--- config.mk ---
export PLATFORM = sky130hd
export DESIGN_NAME = ps2_rx_fsm
export DESIGN_NICKNAME = d
export VERILOG_FILES = /design/src/rtl/ps2_rx_fsm.sv
export SDC_FILE = /design/constraint.sdc
export NUM_CORES = 1
export LEC_CHECK = 0
export CAP_MARGIN = 20
export CORE_ASPECT_RATIO = 0.8
export CORE_MARGIN = 4
export CORE_UTILIZATION = 34
export DETAILED_ROUTE_END_ITERATION = 7
export GPL_TIMING_DRIVEN = 0
export SLEW_MARGIN = 5
export SYNTH_ARGS = -nofsm -noshare
export SYNTH_HDL_FRONTEND = slang
export SYNTH_SLANG_ARGS = --single-unit
--- constraint.sdc ---
create_clock -name clk -period 3.19 [get_ports clk]
set_clock_uncertainty 0.15 [all_clocks]
set_input_delay 0.319 -clock clk [delete_from_list [all_inputs] [get_ports clk]]
set_output_delay 0.319 -clock clk [all_outputs]
set_load 0.01 [all_outputs]
--- src/rtl/ps2_rx_fsm.sv ---
// PS/2 device-to-host frame receiver.
// Synchronizes the raw PS/2 pins and detects ps2_clk falling edges. A state
// machine assembles start/8 data/odd parity/stop frames, publishes good bytes
// with a one-cycle strobe, and flags bad frames with a separate strobe. An
// inter-edge watchdog drops frames that stall partway through.
module ps2_rx_fsm #(
    parameter int TIMEOUT_CYCLES = 5000
) (
    input  logic       clk,
    input  logic       rst,
    input  logic       ps2_clk,
    input  logic       ps2_data,
    input  logic       rx_en,
    output logic [2:0] estado,
    output logic [7:0] dato,
    output logic       dato_listo,
    output logic       error_trama
);

    localparam int TW = (TIMEOUT_CYCLES > 1) ? $clog2(TIMEOUT_CYCLES) : 1;
    localparam logic [TW-1:0] TMO_MAX = TW'(TIMEOUT_CYCLES - 1);

    typedef enum logic [2:0] {
        IDLE    = 3'b000,
        RECIBE  = 3'b001,
        PARIDAD = 3'b010,
        STOP    = 3'b011,
        LISTO   = 3'b100,
        ERROR   = 3'b101
    } state_t;

    state_t        state_q, state_d;
    logic          clk_s1_q, clk_s2_q, clk_prev_q;
    logic          dat_s1_q, dat_s2_q;
    logic          fe_q, fe_d;
    logic [7:0]    shift_q, shift_d;
    logic [2:0]    cnt_q, cnt_d;
    logic          par_q, par_d;
    logic [7:0]    dato_q, dato_d;
    logic [TW-1:0] tmo_q, tmo_d;
    logic          tmo_hit, in_frame;

    // Synchronizers and edge-detect pipeline. Idle level of the PS/2 bus is
    // high, so the flops reset to 1 to avoid a spurious edge after reset.
    always_ff @(posedge clk or negedge rst) begin
        if (!rst) begin
            clk_s1_q   <= 1'b1;
            clk_s2_q   <= 1'b1;
            clk_prev_q <= 1'b1;
            dat_s1_q   <= 1'b1;
            dat_s2_q   <= 1'b1;
            fe_q       <= 1'b0;
        end else begin
            clk_s1_q   <= ps2_clk;
            clk_s2_q   <= clk_s1_q;
            clk_prev_q <= clk_s2_q;
            dat_s1_q   <= ps2_data;
            dat_s2_q   <= dat_s1_q;
            fe_q       <= fe_d;
        end
    end

    // State register and frame datapath registers.
    always_ff @(posedge clk or negedge rst) begin
        if (!rst) begin
            state_q <= IDLE;
            shift_q <= '0;
            cnt_q   <= '0;
            par_q   <= 1'b0;
            dato_q  <= '0;
            tmo_q   <= '0;
        end else begin
            state_q <= state_d;
            shift_q <= shift_d;
            cnt_q   <= cnt_d;
            par_q   <= par_d;
            dato_q  <= dato_d;
            tmo_q   <= tmo_d;
        end
    end

    assign fe_d     = clk_prev_q & ~clk_s2_q;
    assign in_frame = (state_q == RECIBE) || (state_q == PARIDAD) || (state_q == STOP);
    assign tmo_hit  = (tmo_q == TMO_MAX);

    // Next-state logic; a falling edge takes priority over the watchdog.
    always_comb begin
        state_d = state_q;
        case (state_q)
            IDLE:    if (fe_q && rx_en && !dat_s2_q) state_d = RECIBE;
            RECIBE:  if (fe_q) begin
                         if (cnt_q == 3'd7) state_d = PARIDAD;
                     end else if (tmo_hit) state_d = IDLE;
                     else state_d = RECIBE;
            PARIDAD: if (fe_q) state_d = STOP;
                     else if (tmo_hit) state_d = IDLE;
                     else state_d = PARIDAD;
            STOP:    if (fe_q) state_d = (dat_s2_q && ((^shift_q) ^ par_q)) ? LISTO : ERROR;
                     else if (tmo_hit) state_d = IDLE;
                     else state_d = STOP;
            LISTO:   state_d = IDLE;
            ERROR:   state_d = IDLE;
            default: state_d = IDLE;
        endcase
    end

    // Datapath updates: shift register, bit counter, parity, output byte, watchdog.
    always_comb begin
        shift_d = shift_q;
        cnt_d   = cnt_q;
        par_d   = par_q;
        dato_d  = dato_q;
        tmo_d   = tmo_q;
        if (state_q == IDLE && state_d == RECIBE) cnt_d = '0;
        if (state_q == RECIBE && fe_q) begin
            shift_d = {dat_s2_q, shift_q[7:1]};
            cnt_d   = cnt_q + 3'd1;
        end
        if (state_q == PARIDAD && fe_q) par_d = dat_s2_q;
        // Load on entry to LISTO so the new byte is visible with the strobe.
        if (state_q == STOP && state_d == LISTO) dato_d = shift_q;
        if (fe_q || !in_frame) tmo_d = '0;
        else if (!tmo_hit)     tmo_d = tmo_q + TW'(1);
    end

    // Outputs decoded from the registered state; strobes are mutually exclusive.
    always_comb begin
        estado      = state_q;
        dato        = dato_q;
        dato_listo  = (state_q == LISTO);
        error_trama = (state_q == ERROR);
    end

endmodule

==> run summary <==
Layout cell share with drive strength beyond 1: 17.7%
Worst path slowest cell: clkdlybuf4s50_1
PortBufs: 17
DIE WIDTH: 92.3 um
Fin Hold WS: 0.206 ns
Crit-path cells: clkbuf_1 > nor3b_1 > clkdlybuf4s50_1
CTS resizes: 0
Cell count along the critical path: 3
Reg2reg setup slack: 1.08 ns
Endpoints failing hold: 0
Largest net degree at the start of global routing: 29
Buffers and inverters on the worst path: 2
Mapped Nets: 167
Syn avg cell area: 12.1 um2
Worst setup path startpoint: estado[2]
Status: finished clean
Vias in the first global route: 1149
Lkg Pwr: 0.980 nW
Crit-path max FO: 10
Critical Path End Type: output port
Ant. Diodes: 0
Num CTS Buffers: 5
Gpl congestion: 0.744
Placed Area: 2210 um2
1st-iter DRT viols: 60
Capture point of the worst path: dato_listo
Total grt overflow: 0
Worst EP required: 2.72 ns
Tightest Pin Transition: 0.549 ns
Largest stage delay, worst path: 0.57 ns
DRC errors left: 0
Clock sink total: 42
Aggregate global-route resource usage: 10.5%
H-tree depth: 2
Area Growth Syn to Fin: 19.3%
Post-synthesis cell type count: 37
Synthesis Warnings: 0
Initial Utilization: 35.3%
Max Cap Viol: 0
Fin crit share: 70.9%
Min Tclk post-route: 2.26 ns
Worst-path clk slew: 0.07 ns
Endpoints failing setup: 0
Setup TNS: 0 ns
Async S/R FF share, synth: 100%
FP Rows: 24
CTS Hold Buffers Added: 1
First-pass GRT wire length: 5640 um
Hold Path Class: register to register
Clk Latency, worst-skew pair: 0.29 ns
Mean number of vias per cell: 4.64
FF+latch count, synth: 42
Max Root-Sink Buffers: 2
Core region area: 5470 um2
Reg-to-reg critical path endpoint: dato[5]
RSZ-0062 raised after global routing: false
Final Max Slew Viols: 0
Crit start category: register
Remaining antenna violation count: 0
F_max: 0.442 GHz
Routed wire length per instance: 12.9 um
Gate Count Post-Synth: 159
Ports: 18
WS Path Type: register to output port
HPWL Detailed: 2400 um
Routed vias: 1226
CP delay by family, top: buffers and inverters
Fin nets: 193
Ys flop type: dfrtp_1
Final wirelength: 3390 um
Post-CTS Setup Bufs: 0
Die height: 75.4 um
Data arrival time of the worst path: 1.79 ns
R2r startpoint: shift_q[2]
DR pass1 iterations: 4
Netlist Area Pre-Place: 1930 um2
Cells on worst reg2reg path: 4
Max-slew headroom: 62.9%
Die ar.: 6960 um2
Max VDD drop: 0.214 mV
Post-synthesis sequential area ratio: 54.8%
P per Cell Area: 558 nW/um2
Clock Root Buffer: clkbuf_8
Fin area: 2300 um2
CTS tree: done
Number of enable flip-flop cells after synthesis: 0
Post-layout util: 42.1%
Initial antenna violation count: 0
## flip-flops by register name, summed over array words and instances, names as in the netlist
name / flops
estado: 3
clk_s2_q: 1
clk_s1_q: 1
clk_prev_q: 1
dat_s1_q: 1
dat_s2_q: 1
dato: 8
par_q: 1
shift_q: 8
tmo_q: 13
cnt_q: 3
fe_q: 1
## layer usage
metal / share of wire (%) / up-vias / GRT usage, % / routed length (um)
li1: - / 613 / - / -
met1: 55 / 588 / 16.5 / 1860
met2: 41 / 18 / 13.2 / 1390
met3: 2.2 / 7 / 2.37 / 76
met4: 1.8 / 0 / 4.94 / 62
met5: 0 / - / 0 / 0
## cell type report
cell class	instances	area, um2
Fill cell	517	3160
Sequential cell	42	1060
Multi-Input combinational cell	110	846
Timing Repair Buffer	19	195
Tap cell	78	97.6
Clock buffer	8	80.1
Buffer	6	23.8
Inverter	1	3.75
## worst reg2reg max path, cell delays in order, from the launching register on
cell	delay (ns)
dfrtp_1	0.42
xor2_1	0.17
xnor3_2	0.45
mux2i_4	0.42
mux2_2	0.38
## cell usage in the layout (no fill, tap or decap), types with 2 or more instances in the layout
master and n:
dfrtp_1 37, mux2_2 18, clkdlybuf4s50_1 16, nor2_1 15, clkbuf_1 8, nand2_1 8
nor3_1 8, xnor2_1 7, o21ai_0 6, nand3_1 5, dfstp_2 5, clkbuf_8 5
xor2_1 4, mux2i_1 3, nor2b_1 3, or3_1 3, a21oi_1 3, nand4_1 3
ha_1 3, nand2b_1 2, nor3b_1 2, buf_2 2, a22o_1 2
## power by group
group	total (W)	leakage, nW	internal [W]	switching, W
clock	0.000327	0.0395	0.000156	0.000172
combinational	0.000307	0.383	0.000186	0.000120
sequential	0.000652	0.557	0.000591	0.0000613
## metrics by stage
| step | power, W | instances | setup WS [ns] |
|---|---|---|---|
| after detailed placement | 0.000969 | 255 | 1.09 |
| after floorplan | 0.000897 | 159 | 1.25 |
| after global placement | 0.000961 | 254 | 0.508 |
| after CTS | 0.00130 | 264 | 0.927 |
| after global routing | 0.00137 | 264 | 0.752 |
| final | 0.00129 | 264 | 0.928 |
## cell usage after synthesis, types with 2 or more instances
cell | count | area (um2)
xor2_1 | 4 | 35.0
mux2_2 | 18 | 203
nor3b_1 | 2 | 15.0
dfstp_2 | 5 | 131
nor2_1 | 15 | 56.3
nand2_1 | 8 | 30.0
o21ai_0 | 6 | 30.0
a22o_1 | 2 | 17.5
nand3_1 | 5 | 25.0
nor3_1 | 8 | 40.0
a21oi_1 | 3 | 15.0
clkbuf_1 | 5 | 18.8
nand4_1 | 3 | 18.8
nand2b_1 | 2 | 12.5
or3_1 | 3 | 18.8
dfrtp_1 | 37 | 926
mux2i_1 | 3 | 30.0
xnor2_1 | 7 | 61.3
nor2b_1 | 3 | 18.8
ha_1 | 3 | 37.5
## worst min path at each step
stage                     endpoint  cells past startpoint  startpoint  slack, ns
after floorplan           cnt_q[0]                      0         rst      -0.13
after global placement    clk_s2_q                      0    clk_s1_q       0.20
after detailed placement   dato[1]                      1         rst       0.11
after CTS                 clk_s2_q                      0    clk_s1_q       0.21
after global routing      dat_s2_q                      0    dat_s1_q       0.22
final                     clk_s2_q                      0    clk_s1_q       0.21
## logic make-up after synthesis
family	share of synthesized area, %
buffers and inverters	1.43
XOR/XNOR	8.62
multiplexers	13.2
AND/OR/NAND/NOR	14.7
AO/OA/AOI/OAI	5.31
flip-flops	54.8
adder cells (fa/ha/maj)	1.94
No activity file was read; power rests on OpenSTA's default activity.
==> variant: new RTL, same settings <==
Add an input register stage for `ps2_data` and `rx_en`, with the module's reset; this delays them by one clock.
--- a/src/rtl/ps2_rx_fsm.sv
+++ b/src/rtl/ps2_rx_fsm.sv
@@ -31,2 +31,15 @@
 
+    logic ps2_data_q;
+    logic rx_en_q;
+
+    always_ff @(posedge clk or negedge rst) begin
+        if (!rst) begin
+            ps2_data_q <= '0;
+            rx_en_q    <= '0;
+        end else begin
+            ps2_data_q <= ps2_data;
+            rx_en_q    <= rx_en;
+        end
+    end
+
     state_t        state_q, state_d;
@@ -56,3 +69,3 @@
             clk_prev_q <= clk_s2_q;
-            dat_s1_q   <= ps2_data;
+            dat_s1_q   <= ps2_data_q;
             dat_s2_q   <= dat_s1_q;
@@ -89,3 +102,3 @@
         case (state_q)
-            IDLE:    if (fe_q && rx_en && !dat_s2_q) state_d = RECIBE;
+            IDLE:    if (fe_q && rx_en_q && !dat_s2_q) state_d = RECIBE;
             RECIBE:  if (fe_q) begin
Behaviour: not the same (a bounded check fails within 10 cycles, from zero or initial values and one cycle with rst low).
==> variant against the unedited design <==
- global-route usage is 0.14 points higher
- power grew 9.0%
- hold slack improved by 1.0 ps
- sequential cell count rose by 2
- worst setup slack better by 53 ps
- count of clock-buffer cells in the layout decreased by 2
- wire length is 5.1% lower
- final cell count decreased by 3.4%
- clock power increased by 26%
- highest routed layer unchanged
- synthesized area down 1.3%
- cell area up 0.11%
- maximum frequency rose by 2.4%
==> variant: results (changes against the unedited design) <==
stage	metric	value	unit	change
logic_synthesis	Post-Synth XOR/XNOR Area	9.00	%	was 8.62%
power_and_ir_drop	Max IR drop VDD	0.256	mV	was 0.214 mV
power_and_ir_drop	Sw Ratio	26.2	%	was 27.5%
logic_synthesis	Syn Area/Cell	12.7	um2	was 12.1 um2
logic_synthesis	Post-Syn Nets	158		was 167
placed_design	placed cell count	246		was 255
drt	final wirelength	3220	um	was 3390 um
placed_design	DP HPWL	2360	um	was 2400 um
final_layout	fill count	497		was 517
drt	WL met1	1590	um	was 1860 um
final_layout	#MultiIn Comb	101		was 110
logic_synthesis	number of distinct library cells after synthesis	30		was 37
timing	final hold slack	207	ps	was 206 ps
power_and_ir_drop	clock group total power	0.000412	W	was 0.000327 W
placed_design	Final Wtd Congestion	0.709		was 0.744
global_route	met2 Use GR	16.7	%	was 13.2%
logic_synthesis	mux cell area share after synthesis	12.7	%	was 13.2%
final_layout	sequential share of cell area	48.0	%	was 45.9%
final_layout	Non-clock buffers	23		was 25
logic_synthesis	most instantiated cells after synthesis	39 x dfrtp_1, 17 x nor2_1, 10 x mux2_2, 10 x xor2_1		was 37 x dfrtp_1, 18 x mux2_2, 15 x nor2_1, 8 x nand2_1, 8 x nor3_1
drt	routed wl met3	85	um	was 76 um
power_and_ir_drop	leakage	1.03	nW	was 0.980 nW
drt	Via density	4.59		was 4.64
run_status	status	complete, no violations		unchanged
power_and_ir_drop	Comb group	0.000299	W	was 0.000307 W
setup_path	worst r2r path cells	6		was 4
power_and_ir_drop	post-layout power	0.00140	W	was 0.00129 W
logic_synthesis	sequential area share after synthesis	58.1	%	was 54.8%
global_route	pin count of the biggest net entering global routing	30		was 29
timing	worst relative slew slack	63.1	%	was 62.9%
final_layout	NumNets Final	184		was 193
logic_synthesis	complex-gate fraction of the synthesized area	3.81	%	was 5.31%
timing	Max Freq	453	MHz	was 442 MHz
global_route	first-pass GRT wire length	5810	um	was 5640 um
logic_synthesis	synth top area cells	dfrtp_1 51%, dfstp_2 6.9%, mux2_4 6.3%		was dfrtp_1 48%, mux2_2 10%, dfstp_2 6.8%
floorplanning	Die Footprint	6870	um2	was 6960 um2
final_layout	final non-filler cell area	2310	um2	was 2300 um2
drt	wire length on met2	1500	um	was 1390 um
final_layout	buffer share of cell area	9.44	%	was 9.51%
final_layout	multi-input combinational area share	33.5	%	was 36.7%
clocking	clock sink count	44		was 42
logic_synthesis	adder-cell share of the synthesized area	1.97	%	was 1.94%
placed_design	Placement Cell Area	2190	um2	was 2210 um2
-- variant: cell count changes after synthesis, moves of 3 or more --
| cell | delta |
|---|---|
| mux2_2 | -8 |
| o21ai_0 | -3 |
| and3_1 | +5 |
| mux2_4 | +8 |
| or3_1 | -3 |
| xor2_1 | +6 |
| nor3_1 | -6 |
-- variant: path summary, 6_finish.rpt --
check	to	startpoint
worst max-delay path	dato_listo	estado[0]$_DFF_PN0_
worst min-delay path	dat_s2_q$_DFF_PN1_	dat_s1_q$_DFF_PN1_
worst max register to register	dato[7]$_DFFE_PN0P_	shift_q[2]$_DFFE_PN0P_
worst min register to register	dat_s2_q$_DFF_PN1_	dat_s1_q$_DFF_PN1_
max in group asynchronous	clk_prev_q$_DFF_PN1_	rst
min in group asynchronous	tmo_q[6]$_DFFE_PN0P_	rst
